==> src/rtl/i2s_mask_panel.sv <==
// i2s_mask_panel
//   Locks onto a framed serial stream (sync nibble 4'hA, then a header giving
//   the panel grid size, a blank flag and a row number), then picks out the
//   payload bits that belong to this panel's module coordinates and turns
//   them into LED shift clocks, followed by one latch pulse per frame.
//
// Ports
//   i2s_clk_i     stream bit clock, all state updates on its rising edge
//   rst_i         synchronous active-high reset
//   i2s_data_i    serial stream, MSB first, lane 0 carries the header
//   addr_x_i      this panel's module column
//   addr_y_i      this panel's module row
//   row_num_o     row select, updated at the end of each in-range frame
//   led_data_o    i2s_data_i delayed by one cycle (all lanes)
//   led_clk_en_o  registered shift enable
//   led_clk_o     gated shift clock, rises mid-bit while enabled
//   led_lat_o     one-cycle latch pulse after an in-range frame
//   led_oe_o      output disable (active-high), loaded from the blank flag
//   locked_o      high while a header or payload is being received
module i2s_mask_panel #(
  parameter int MOD_BITS = 4,
  parameter int MOD_ROWS = 4,
  parameter int ADDR_W   = 4,
  parameter int ROW_W    = 6,
  parameter int LANES    = 1,
  parameter int CNT_W    = 16
) (
  input  logic              i2s_clk_i,
  input  logic              rst_i,
  input  logic [LANES-1:0]  i2s_data_i,
  input  logic [ADDR_W-1:0] addr_x_i,
  input  logic [ADDR_W-1:0] addr_y_i,
  output logic [ROW_W-1:0]  row_num_o,
  output logic [LANES-1:0]  led_data_o,
  output logic              led_clk_en_o,
  output logic              led_clk_o,
  output logic              led_lat_o,
  output logic              led_oe_o,
  output logic              locked_o
);

  // Header bits captured after the sync nibble: nx_m1, ny_m1, blank, row.
  localparam int CAP_W = 1 + 2 * ADDR_W + ROW_W;

  localparam logic [CNT_W-1:0] MB_C      = CNT_W'(MOD_BITS);
  localparam logic [CNT_W-1:0] MR_C      = CNT_W'(MOD_ROWS);
  localparam logic [CNT_W-1:0] HDR_LAST_C = CNT_W'(CAP_W - 1);

  typedef enum logic [1:0] {HUNT, HEADER, PAYLOAD} state_e;

  state_e             state_q;
  logic [3:0]         shift_q;
  logic [CAP_W-2:0]   hdr_q;
  logic [CNT_W-1:0]   hcnt_q;
  logic [CNT_W-1:0]   p_q;
  logic [CNT_W-1:0]   len_q;
  logic [CNT_W-1:0]   first_q;
  logic [CNT_W-1:0]   stride_q;
  logic [CNT_W-1:0]   pos_q;
  logic [CNT_W-1:0]   win_q;
  logic               inRange_q;
  logic               blank_q;
  logic [ROW_W-1:0]   row_q;
  logic [ROW_W-1:0]   rowNum_q;
  logic [LANES-1:0]   ledData_q;
  logic               clkEn_q;
  logic               lat_q;
  logic               oe_q;

  logic [3:0]         shift_d;
  logic [CAP_W-1:0]   hdr_d;
  logic [ADDR_W-1:0]  hdrNxM1;
  logic [ADDR_W-1:0]  hdrNyM1;
  logic               hdrBlank;
  logic [ROW_W-1:0]   hdrRow;
  logic [CNT_W-1:0]   hdrNx;
  logic [CNT_W-1:0]   hdrNy;
  logic [CNT_W-1:0]   hdrStride;
  logic [CNT_W-1:0]   hdrFirst;
  logic [CNT_W-1:0]   hdrLen;
  logic               hdrInRange;
  logic               pastFirst;
  logic               inWindowRun;
  logic               hit;
  logic               lastBit;

  assign shift_d = {shift_q[2:0], i2s_data_i[0]};
  assign hdr_d   = {hdr_q, i2s_data_i[0]};

  assign hdrNxM1  = hdr_d[CAP_W-1 -: ADDR_W];
  assign hdrNyM1  = hdr_d[CAP_W-1-ADDR_W -: ADDR_W];
  assign hdrBlank = hdr_d[ROW_W];
  assign hdrRow   = hdr_d[ROW_W-1:0];

  // Frame geometry, only meaningful on the last header bit where it is
  // registered. All arithmetic wraps at CNT_W bits.
  assign hdrNx      = CNT_W'(hdrNxM1) + CNT_W'(1);
  assign hdrNy      = CNT_W'(hdrNyM1) + CNT_W'(1);
  assign hdrStride  = hdrNx * MB_C;
  assign hdrFirst   = MB_C * (CNT_W'(addr_y_i) * hdrNx * MR_C + CNT_W'(addr_x_i));
  assign hdrLen     = hdrStride * MR_C * hdrNy;
  assign hdrInRange = (addr_x_i <= hdrNxM1) && (addr_y_i <= hdrNyM1);

  // Rather than test every window with a multiply per bit, pos_q walks one
  // stride at a time from the first window and win_q counts strides done;
  // the first MOD_BITS positions of each stride are this module's bits.
  assign pastFirst   = (p_q >= first_q);
  assign inWindowRun = pastFirst && (win_q < MR_C);
  assign hit         = inWindowRun && (pos_q < MB_C);
  assign lastBit     = (p_q == len_q - CNT_W'(1));

  always_ff @(posedge i2s_clk_i) begin
    if (rst_i) begin
      state_q   <= HUNT;
      shift_q   <= '0;
      hdr_q     <= '0;
      hcnt_q    <= '0;
      p_q       <= '0;
      len_q     <= '0;
      first_q   <= '0;
      stride_q  <= '0;
      pos_q     <= '0;
      win_q     <= '0;
      inRange_q <= 1'b0;
      blank_q   <= 1'b0;
      row_q     <= '0;
      rowNum_q  <= '0;
      ledData_q <= '0;
      clkEn_q   <= 1'b0;
      lat_q     <= 1'b0;
      oe_q      <= 1'b1;
    end else begin
      ledData_q <= i2s_data_i;
      clkEn_q   <= 1'b0;
      lat_q     <= 1'b0;
      case (state_q)
        HUNT: begin
          shift_q <= shift_d;
          if (shift_d == 4'hA) begin
            state_q <= HEADER;
            hcnt_q  <= '0;
          end
        end
        HEADER: begin
          hdr_q  <= hdr_d[CAP_W-2:0];
          hcnt_q <= hcnt_q + CNT_W'(1);
          if (hcnt_q == HDR_LAST_C) begin
            state_q   <= PAYLOAD;
            p_q       <= '0;
            pos_q     <= '0;
            win_q     <= '0;
            len_q     <= hdrLen;
            first_q   <= hdrFirst;
            stride_q  <= hdrStride;
            inRange_q <= hdrInRange;
            blank_q   <= hdrBlank;
            row_q     <= hdrRow;
          end
        end
        PAYLOAD: begin
          p_q     <= p_q + CNT_W'(1);
          clkEn_q <= hit && inRange_q;
          if (inWindowRun) begin
            if (pos_q == stride_q - CNT_W'(1)) begin
              pos_q <= '0;
              win_q <= win_q + CNT_W'(1);
            end else begin
              pos_q <= pos_q + CNT_W'(1);
            end
          end
          // Clearing the shift register lets a back-to-back sync be found
          // starting with the very next bit.
          if (lastBit) begin
            state_q <= HUNT;
            shift_q <= '0;
            if (inRange_q) begin
              lat_q    <= 1'b1;
              rowNum_q <= row_q;
              oe_q     <= blank_q;
            end
          end
        end
        default: state_q <= HUNT;
      endcase
    end
  end

  assign row_num_o    = rowNum_q;
  assign led_data_o   = ledData_q;
  assign led_clk_en_o = clkEn_q;
  assign led_clk_o    = ~i2s_clk_i & clkEn_q;
  assign led_lat_o    = lat_q;
  assign led_oe_o     = oe_q;
  assign locked_o     = (state_q != HUNT);

endmodule

==> config.mk <==
export PLATFORM = sky130hd
export DESIGN_NAME = i2s_mask_panel
export DESIGN_NICKNAME = d
export VERILOG_FILES = /design/src/rtl/i2s_mask_panel.sv
export SDC_FILE = /design/constraint.sdc
export NUM_CORES = 1
export LEC_CHECK = 0
export ABC_CLOCK_PERIOD_IN_PS = 5200
export CAP_MARGIN = 10
export CORE_ASPECT_RATIO = 0.8
export CORE_UTILIZATION = 60
export CTS_BUF_LIST = sky130_fd_sc_hd__clkbuf_16
export CTS_CLUSTER_DIAMETER = 40
export CTS_CLUSTER_SIZE = 14
export DETAILED_ROUTE_END_ITERATION = 6
export GPL_ROUTABILITY_DRIVEN = 0
export PLACE_DENSITY = 0.8
export SYNTH_ARGS = -nofsm -noshare
export SYNTH_HDL_FRONTEND = slang
export SYNTH_SLANG_ARGS = --single-unit
==> constraint.sdc <==
create_clock -name i2s_clk_i -period 5.2 [get_ports i2s_clk_i]
set_input_delay 1.56 -clock i2s_clk_i [delete_from_list [all_inputs] [get_ports i2s_clk_i]]
set_output_delay 1.56 -clock i2s_clk_i [all_outputs]
set_load 0.05 [all_outputs]
======== Word-level counts from Yosys, hierarchy flattened ========
Cells that the tools add are included.
storage, ports and cells
  word-level logic and storage cells ...... 85
  bits of input ports ..................... 11
  register bits ........................... 141
operators by class
  reductions and logical operators ........ 19
  add/sub/neg operators ................... 9
  bitwise logic cells ..................... 4
  multiplexer cells ....................... 17
  multiply operators ...................... 2
  equal/unequal tests ..................... 11
  order comparisons ....................... 5
operators by type and width
  operator                                                                       number
  16-bit one-hot mux with 2 select lines                                         4
  16-bit 2-to-1 mux                                                              6
  16-bit by 1-bit adder with 16-bit output, second input constant                4
  16-bit == test                                                                 2
  16-bit by 3-bit less-than comparator with 1-bit output, second input constant  2
  16-bit by 1-bit subtractor with 16-bit output, second input constant           2
  16-bit by 4-bit == test with 1-bit output, second input constant               1
  16-bit >= comparator                                                           1
  11-bit by 4-bit adder with 12-bit output                                       1
  4-bit by 1-bit adder with 5-bit output, second input constant                  2
  5-bit by 5-bit multiplier with 10-bit output                                   1
  2-bit inequality test, second input constant                                   5
  4-bit by 5-bit multiplier with 9-bit output                                    1
  3-bit AND reduction                                                            3
  4-bit less-or-equal comparator                                                 2
  2-bit AND reduction                                                            4
  2-bit nonzero test                                                             4
  2-bit 2-to-1 mux                                                               3
  2-bit one-hot mux with 3 select lines                                          1
  3-bit one-hot mux with 2 select lines                                          1
  4-bit == test, second input constant                                           1
  1-bit logical AND                                                              4
  4-bit AND reduction                                                            1
  3-bit 2-to-1 mux                                                               1
  other kinds (8)                                                                10

======== Logic depth before layout (Yosys ltp) ========
Gate-level depths: netlist (run 1).
  depth after elaboration ................. 5
  mapped depth ............................ 16
  depth with buffers taken out ............ 15

==> impl_results.md, run 1 <==
- Total track usage: 0.280
- Area Growth Syn to Fin: 12.2%
- Worst setup margin: 0.163 ns
- Post-synth EDFFs: 0
- Worst Path Required: 3.64 ns
- WL/cell: 15.1 um
- Fin cells: 1186
- Actual slew at the worst max-slew pin: 1.13 ns
- Flops & latches, synth: 128
- Final setup viols: 0
- Synth top area share: 0.321
- Gr ovfl total: 0
- Reg-to-reg startpoint: hdr_q[6]$_SDFFE_PP0P_
- Slew margin rel.: 0.245
- Post-place instance area: 8310 um2
- Min-Delay Path Class: flop to flop
- Synth unique cells: 62
- Worst-path clk slew: 0.05 ns
- Synth area leader: dfxtp_1
- Dpl ws: -0.0449 ns
- Mapped Cells: 994
- Detail Placement HPWL: 12300 um
- Final Hold Fails: 0
- PortBufs: 22
- Register area share after synthesis: 0.321
- Cell row count: 37
- LEAKAGE: 3.55 nW
- Nature of the critical path startpoint: clock port
- Async SR Flop Fraction: 0
- Die area: 13800 um2
- Core Footprint: 12900 um2
- Setup Buffers After CTS: 0
- Crit path DAT: 3.48 ns
- R2r worst-path depth: 13
- Nets: 1089
- Hold path cells: 2
- Maximum VDD drop: 292 uV
- DRC errors left: 0
- Clock Skew: 0.00899 ns
- Vias in the first global route: 6431
- Largest cells by area after synthesis: dfxtp_1 (32%), ha_1 (10%), nand2_1 (6.4%)
- Worst Hold Launch: first_q[8]$_SDFFE_PP0P_
- Antenna cells: 0
- Post-CTS Hold Buffers: 0
- Routed WL: 18000 um
- Hold endpoint: first_q[8]$_SDFFE_PP0P_
- Largest net degree at the start of global routing: 61
- Global-route wire length before repair: 30400 um
- Design area: 8960 um2
- Initial antenna violation count: 0
- Fin. max-slew vios: 0
- PD cells: 257 nW/um2
- Reg2reg setup slack: 0.71 ns
- Post-Syn Area: 7980 um2
- Die W: 131 um
- DR iter-0 viols: 520
- CP max FO: 2
- Total I/O pin count: 23
- Worst setup EP type: output pin
- Yosys warns: 0
- RR Endpoint: len_q[13]$_SDFFE_PP0P_
- Placed Cells: 1151
- Syn_nets: 1085
- DR vias/cell: 5.97
- Initial Utilization: 0.618
- Avg Synthesized Cell Area: 8.03 um2
- Maximum capacitance violations: 0
- Layout cells sized above 1: 0.0613
- CTS tree: done
- Setup CP Type: clock port to output pin
- Fillers: 993
- Status: finished clean
- Main synth FF type: dfxtp_1
- Die height: 105 um
- Pre-Repair DR Iteration Count: 5
- ANT nets after route: 0
- Via count: 7086
- Unrepaired setup endpoints after global routing: false
- Clock Latency Late Sink: 0.54 ns
- Final core utilization: 0.694
-- cell type report --
cell class,count,area (um2),area share
timing repair buffer,32,288,0.0321
multi-input combinational,752,5000,0.558
clock inverter,15,145,0.0162
inverter,63,236,0.0264
sequential,128,2560,0.286
clock buffer,21,509,0.0569
tap,175,219,0.0244
-- metal layers --
layer / up-vias / wire (um) / GRT usage
met3: 25 / 1020 / 0.0635
met1: 3320 / 8750 / 0.394
li1: 3528 / - / -
met2: 213 / 7940 / 0.414
met5: - / 0 / 0
met4: 0 / 248 / 0.103
-- repair_timing --
| item | in CTS | in global routing |
|---|---|---|
| gates resized for setup | 1 | 0 |
| endpoints found under the setup margin | 1 | 0 |
| endpoints found under the hold margin | 0 | 0 |
-- worst max-delay path: stages --
cell	delay [ns]
clkbuf_16	0.12
clkbuf_16	0.13
nor2b_1	0.10
dlygate4sd2_1	0.53
-- cell families after synthesis --
| family | Yosys count | share of synthesized area |
|---|---|---|
| compound gates | 197 | 0.156 |
| fa+ha+maj | 80 | 0.140 |
| xor+xnor | 33 | 0.0362 |
| flops | 128 | 0.321 |
| mux | 17 | 0.0224 |
| simple gates | 425 | 0.269 |
| buf+inv | 114 | 0.0546 |
-- metrics by stage --
step / hold slack, ns / TNS (ns) / power [mW]
4_1_cts: 0.459 / 0 / 2.31
3_3_place_gp: 0.443 / 0 / 1.06
2_1_floorplan: 0.432 / 0 / 1.04
3_5_place_dp: 0.447 / -0.0449 / 1.06
6_report: 0.458 / 0 / 2.30
5_1_grt: 0.479 / 0 / 2.36
-- flip-flops by register name, summed over array words and instances (netlist names) --
signal        flops
row_num_o         6
p_q              16
first_q          12
led_clk_en_o      1
hcnt_q           16
row_q             6
led_oe_o          1
shift_q           3
win_q            16
len_q            10
pos_q            16
hdr_q            14
state_q           2
inRange_q         1
blank_q           1
stride_q          5
led_lat_o         1
led_data_o        1
-- cells in the mapped netlist, drive strengths merged, types with 10 or more instances --
cell,instances
a211oi,14
a21oi,84
a31oi,11
and2,24
and3,25
clkbuf,46
dfxtp,128
fa,16
ha,64
inv,62
mux2i,10
nand2,137
nand2b,14
nand3,43
nand4,19
nor2,71
nor2b,16
nor3,20
nor4,10
o21a,14
o21ai,19
or4,11
xnor2,18
xor2,15
-- power breakdown --
group / leakage (nW) / internal (mW) / total [mW] / switching (mW)
logic: 2.19 / 0.0194 / 0.0533 / 0.0340
registers: 1.03 / 0.982 / 0.982 / 0.000585
clock network: 0.331 / 0.799 / 1.26 / 0.465
-- cell usage in the layout (no fill, tap or decap), types with 18 or more instances in the layout --
master / Yosys / final
and3_1: 25 / 25
ha_1: 64 / 64
xnor2_1: 18 / 18
nor2_1: 71 / 70
inv_1: 62 / 64
clkdlybuf4s50_1: 0 / 20
a21oi_1: 84 / 84
dfxtp_1: 128 / 128
clkbuf_16: 0 / 20
nand4_1: 19 / 19
nand3_1: 43 / 43
and2_1: 24 / 24
nand2_1: 137 / 137
-- how the worst max path moves through the flow --
stage / slack (ns) / start / cells past startpoint / end
global placement: 0.08 / addr_y_i[2] / 12 / first_q[12]$_SDFFE_PP0P_
global route: 0.11 / i2s_clk_i / 4 / led_clk_o
finish: 0.16 / i2s_clk_i / 4 / led_clk_o
floorplan: 0.35 / i2s_clk_i / 1 / led_clk_o
CTS: 0.16 / i2s_clk_i / 4 / led_clk_o
detailed placement: -0.04 / addr_y_i[3] / 12 / first_q[12]$_SDFFE_PP0P_
No activity file was read; power rests on OpenSTA's default activity.
==> inputs of run 2 (changes only) <==
--- a/config.mk
+++ b/config.mk
@@ -7,14 +7,16 @@
 export LEC_CHECK = 0
 export ABC_CLOCK_PERIOD_IN_PS = 5200
 export CAP_MARGIN = 10
+export CELL_PAD_IN_SITES_DETAIL_PLACEMENT = 2
+export CELL_PAD_IN_SITES_GLOBAL_PLACEMENT = 2
 export CORE_ASPECT_RATIO = 0.8
-export CORE_UTILIZATION = 60
+export CORE_UTILIZATION = 38
 export CTS_BUF_LIST = sky130_fd_sc_hd__clkbuf_16
 export CTS_CLUSTER_DIAMETER = 40
 export CTS_CLUSTER_SIZE = 14
 export DETAILED_ROUTE_END_ITERATION = 6
 export GPL_ROUTABILITY_DRIVEN = 0
-export PLACE_DENSITY = 0.8
+export PLACE_DENSITY = 0.82
 export SYNTH_ARGS = -nofsm -noshare
 export SYNTH_HDL_FRONTEND = slang
 export SYNTH_SLANG_ARGS = --single-unit
==> impl_results.md, run 2 (synthesis results as in run 1) <==
- Status: finished clean
- Worst-path clk slew: 0.06 ns
- Top delay family on crit path: buffers and inverters
- Slew margin rel.: 0.384
- Cell row count: 47
- Worst setup EP type: output pin
- Core Footprint: 20600 um2
- Reg2reg setup slack: 0.33 ns
- Worst Path Required: 3.64 ns
- Min-Delay Path Class: flop to flop
- Largest net degree at the start of global routing: 53
- Final core utilization: 0.442
- DR vias/cell: 5.73
- WP buf/inv: 3
- Clock Skew: 0.0180 ns
- ANT nets after route: 0
- Reg-to-reg startpoint: hdr_q[6]$_SDFFE_PP0P_
- Final setup viols: 0
- Crit path DAT: 3.46 ns
- PortBufs: 22
- Die height: 132 um
- Nets: 1095
- Commonest non-fill, non-tap cell in the layout: nand2_1
- Initial Utilization: 0.387
- Most used cell, CP: clkbuf_16
- Setup CP Type: clock port to output pin
- Via count: 7365
- Routed WL: 26300 um
- LEAKAGE: 3.57 nW
- CP max FO: 2
- Layout cells sized above 1: 0.0678
- Clock Latency Late Sink: 0.56 ns
- Nature of the critical path startpoint: clock port
- Actual slew at the worst max-slew pin: 0.924 ns
- Die area: 21600 um2
- Unrepaired setup endpoints after global routing: false
- Maximum capacitance violations: 0
- Most frequent cells in the layout: nand2_1 (137), dfxtp_1 (128), a21oi_1 (84)
- Hold endpoint: first_q[13]$_SDFFE_PP0P_
- WL/cell: 20.5 um
- RR Endpoint: len_q[13]$_SDFFE_PP0P_
- DR iter-0 viols: 317
- Final Hold Fails: 0
- Worst Hold Launch: first_q[13]$_SDFFE_PP0P_
- Vias in the first global route: 8244
- Slowest stage cell, crit path: dlygate4sd2_1
- CP cell instances: clkbuf_16 > clkbuf_16 > nor2b_1 > dlygate4sd2_1
- Setup TNS: 0 ns
- Total track usage: 0.262
- PD cells: 257 nW/um2
- Antenna cells: 0
- Gr ovfl total: 0
- R2r worst-path depth: 13
- Area Growth Syn to Fin: 14.2%
- CTS tree: done
- Hold path cells: 2
- Global-route wire length before repair: 44400 um
- Pre-Repair DR Iteration Count: 4
- CP peak stage delay: 0.53 ns
- Die W: 164 um
- Detail Placement HPWL: 17100 um
- Fin. max-slew vios: 0
- Total I/O pin count: 23
- Maximum VDD drop: 183 uV
- DRC errors left: 0
- Initial antenna violation count: 0
run 2: worst max path at each step:
stage	start	endpoint	slack [ns]	cells past startpoint
after floorplan	i2s_clk_i	led_clk_o	0.35	1
after global placement	addr_y_i[3]	first_q[12]$_SDFFE_PP0P_	0.04	12
after detailed placement	addr_y_i[3]	first_q[12]$_SDFFE_PP0P_	-0.21	12
after CTS	i2s_clk_i	led_clk_o	0.17	4
after global routing	addr_y_i[3]	first_q[12]$_SDFFE_PP0P_	0.04	12
final	i2s_clk_i	led_clk_o	0.18	4
run 2: layout make-up:
class,count,area (um2)
well taps,269,337
fillers,2313,11500
inverters,63,236
repair buffers,38,335
clock buffers,21,509
flip-flops and latches,128,2560
multi-input cells,752,5000
clock inverters,15,134
run 2: routing by layer:
layer  vias to the layer above  wire [um]  track usage
li1                       3524          -            -
met3                        28        645       0.0524
met2                        78      13000        0.441
met1                      3735      12300        0.335
met5                         -          0            0
met4                         0        369       0.0777
run 2: what timing repair did:
action | in CTS | in global routing
setup buffers | 0 | 0
hold endpoints to repair | 0 | 0
setup endpoints to repair | 1 | 1
resized for setup | 1 | 1
hold buffers | 0 | 0
run 2: metrics by stage:
stage	std cells	instance area (um2)	hold WS (ns)	setup WS, ns	power, mW
final	1286	9120	0.457	0.177	2.34
after global routing	1286	9120	0.474	0.0432	2.41
after CTS	1286	9120	0.462	0.166	2.37
after detailed placement	1251	8480	0.454	-0.211	1.06
after global placement	1251	8480	0.447	0.0441	1.06
after floorplan	994	7980	0.432	0.351	1.04
run 2: where the power goes:
part / switching [mW] / internal [mW] / leakage (nW)
combinational: 0.0380 / 0.0212 / 2.23
sequential: 0.000636 / 0.981 / 1.03
clock: 0.537 / 0.761 / 0.315
total: 0.576 / 1.76 / 3.57
run 2: tightest hold or removal path: cells and delay by family (launching register included):
kind            cells  cell delay, ns
flops               1            0.31
simple gates        1            0.05
compound gates      1            0.05
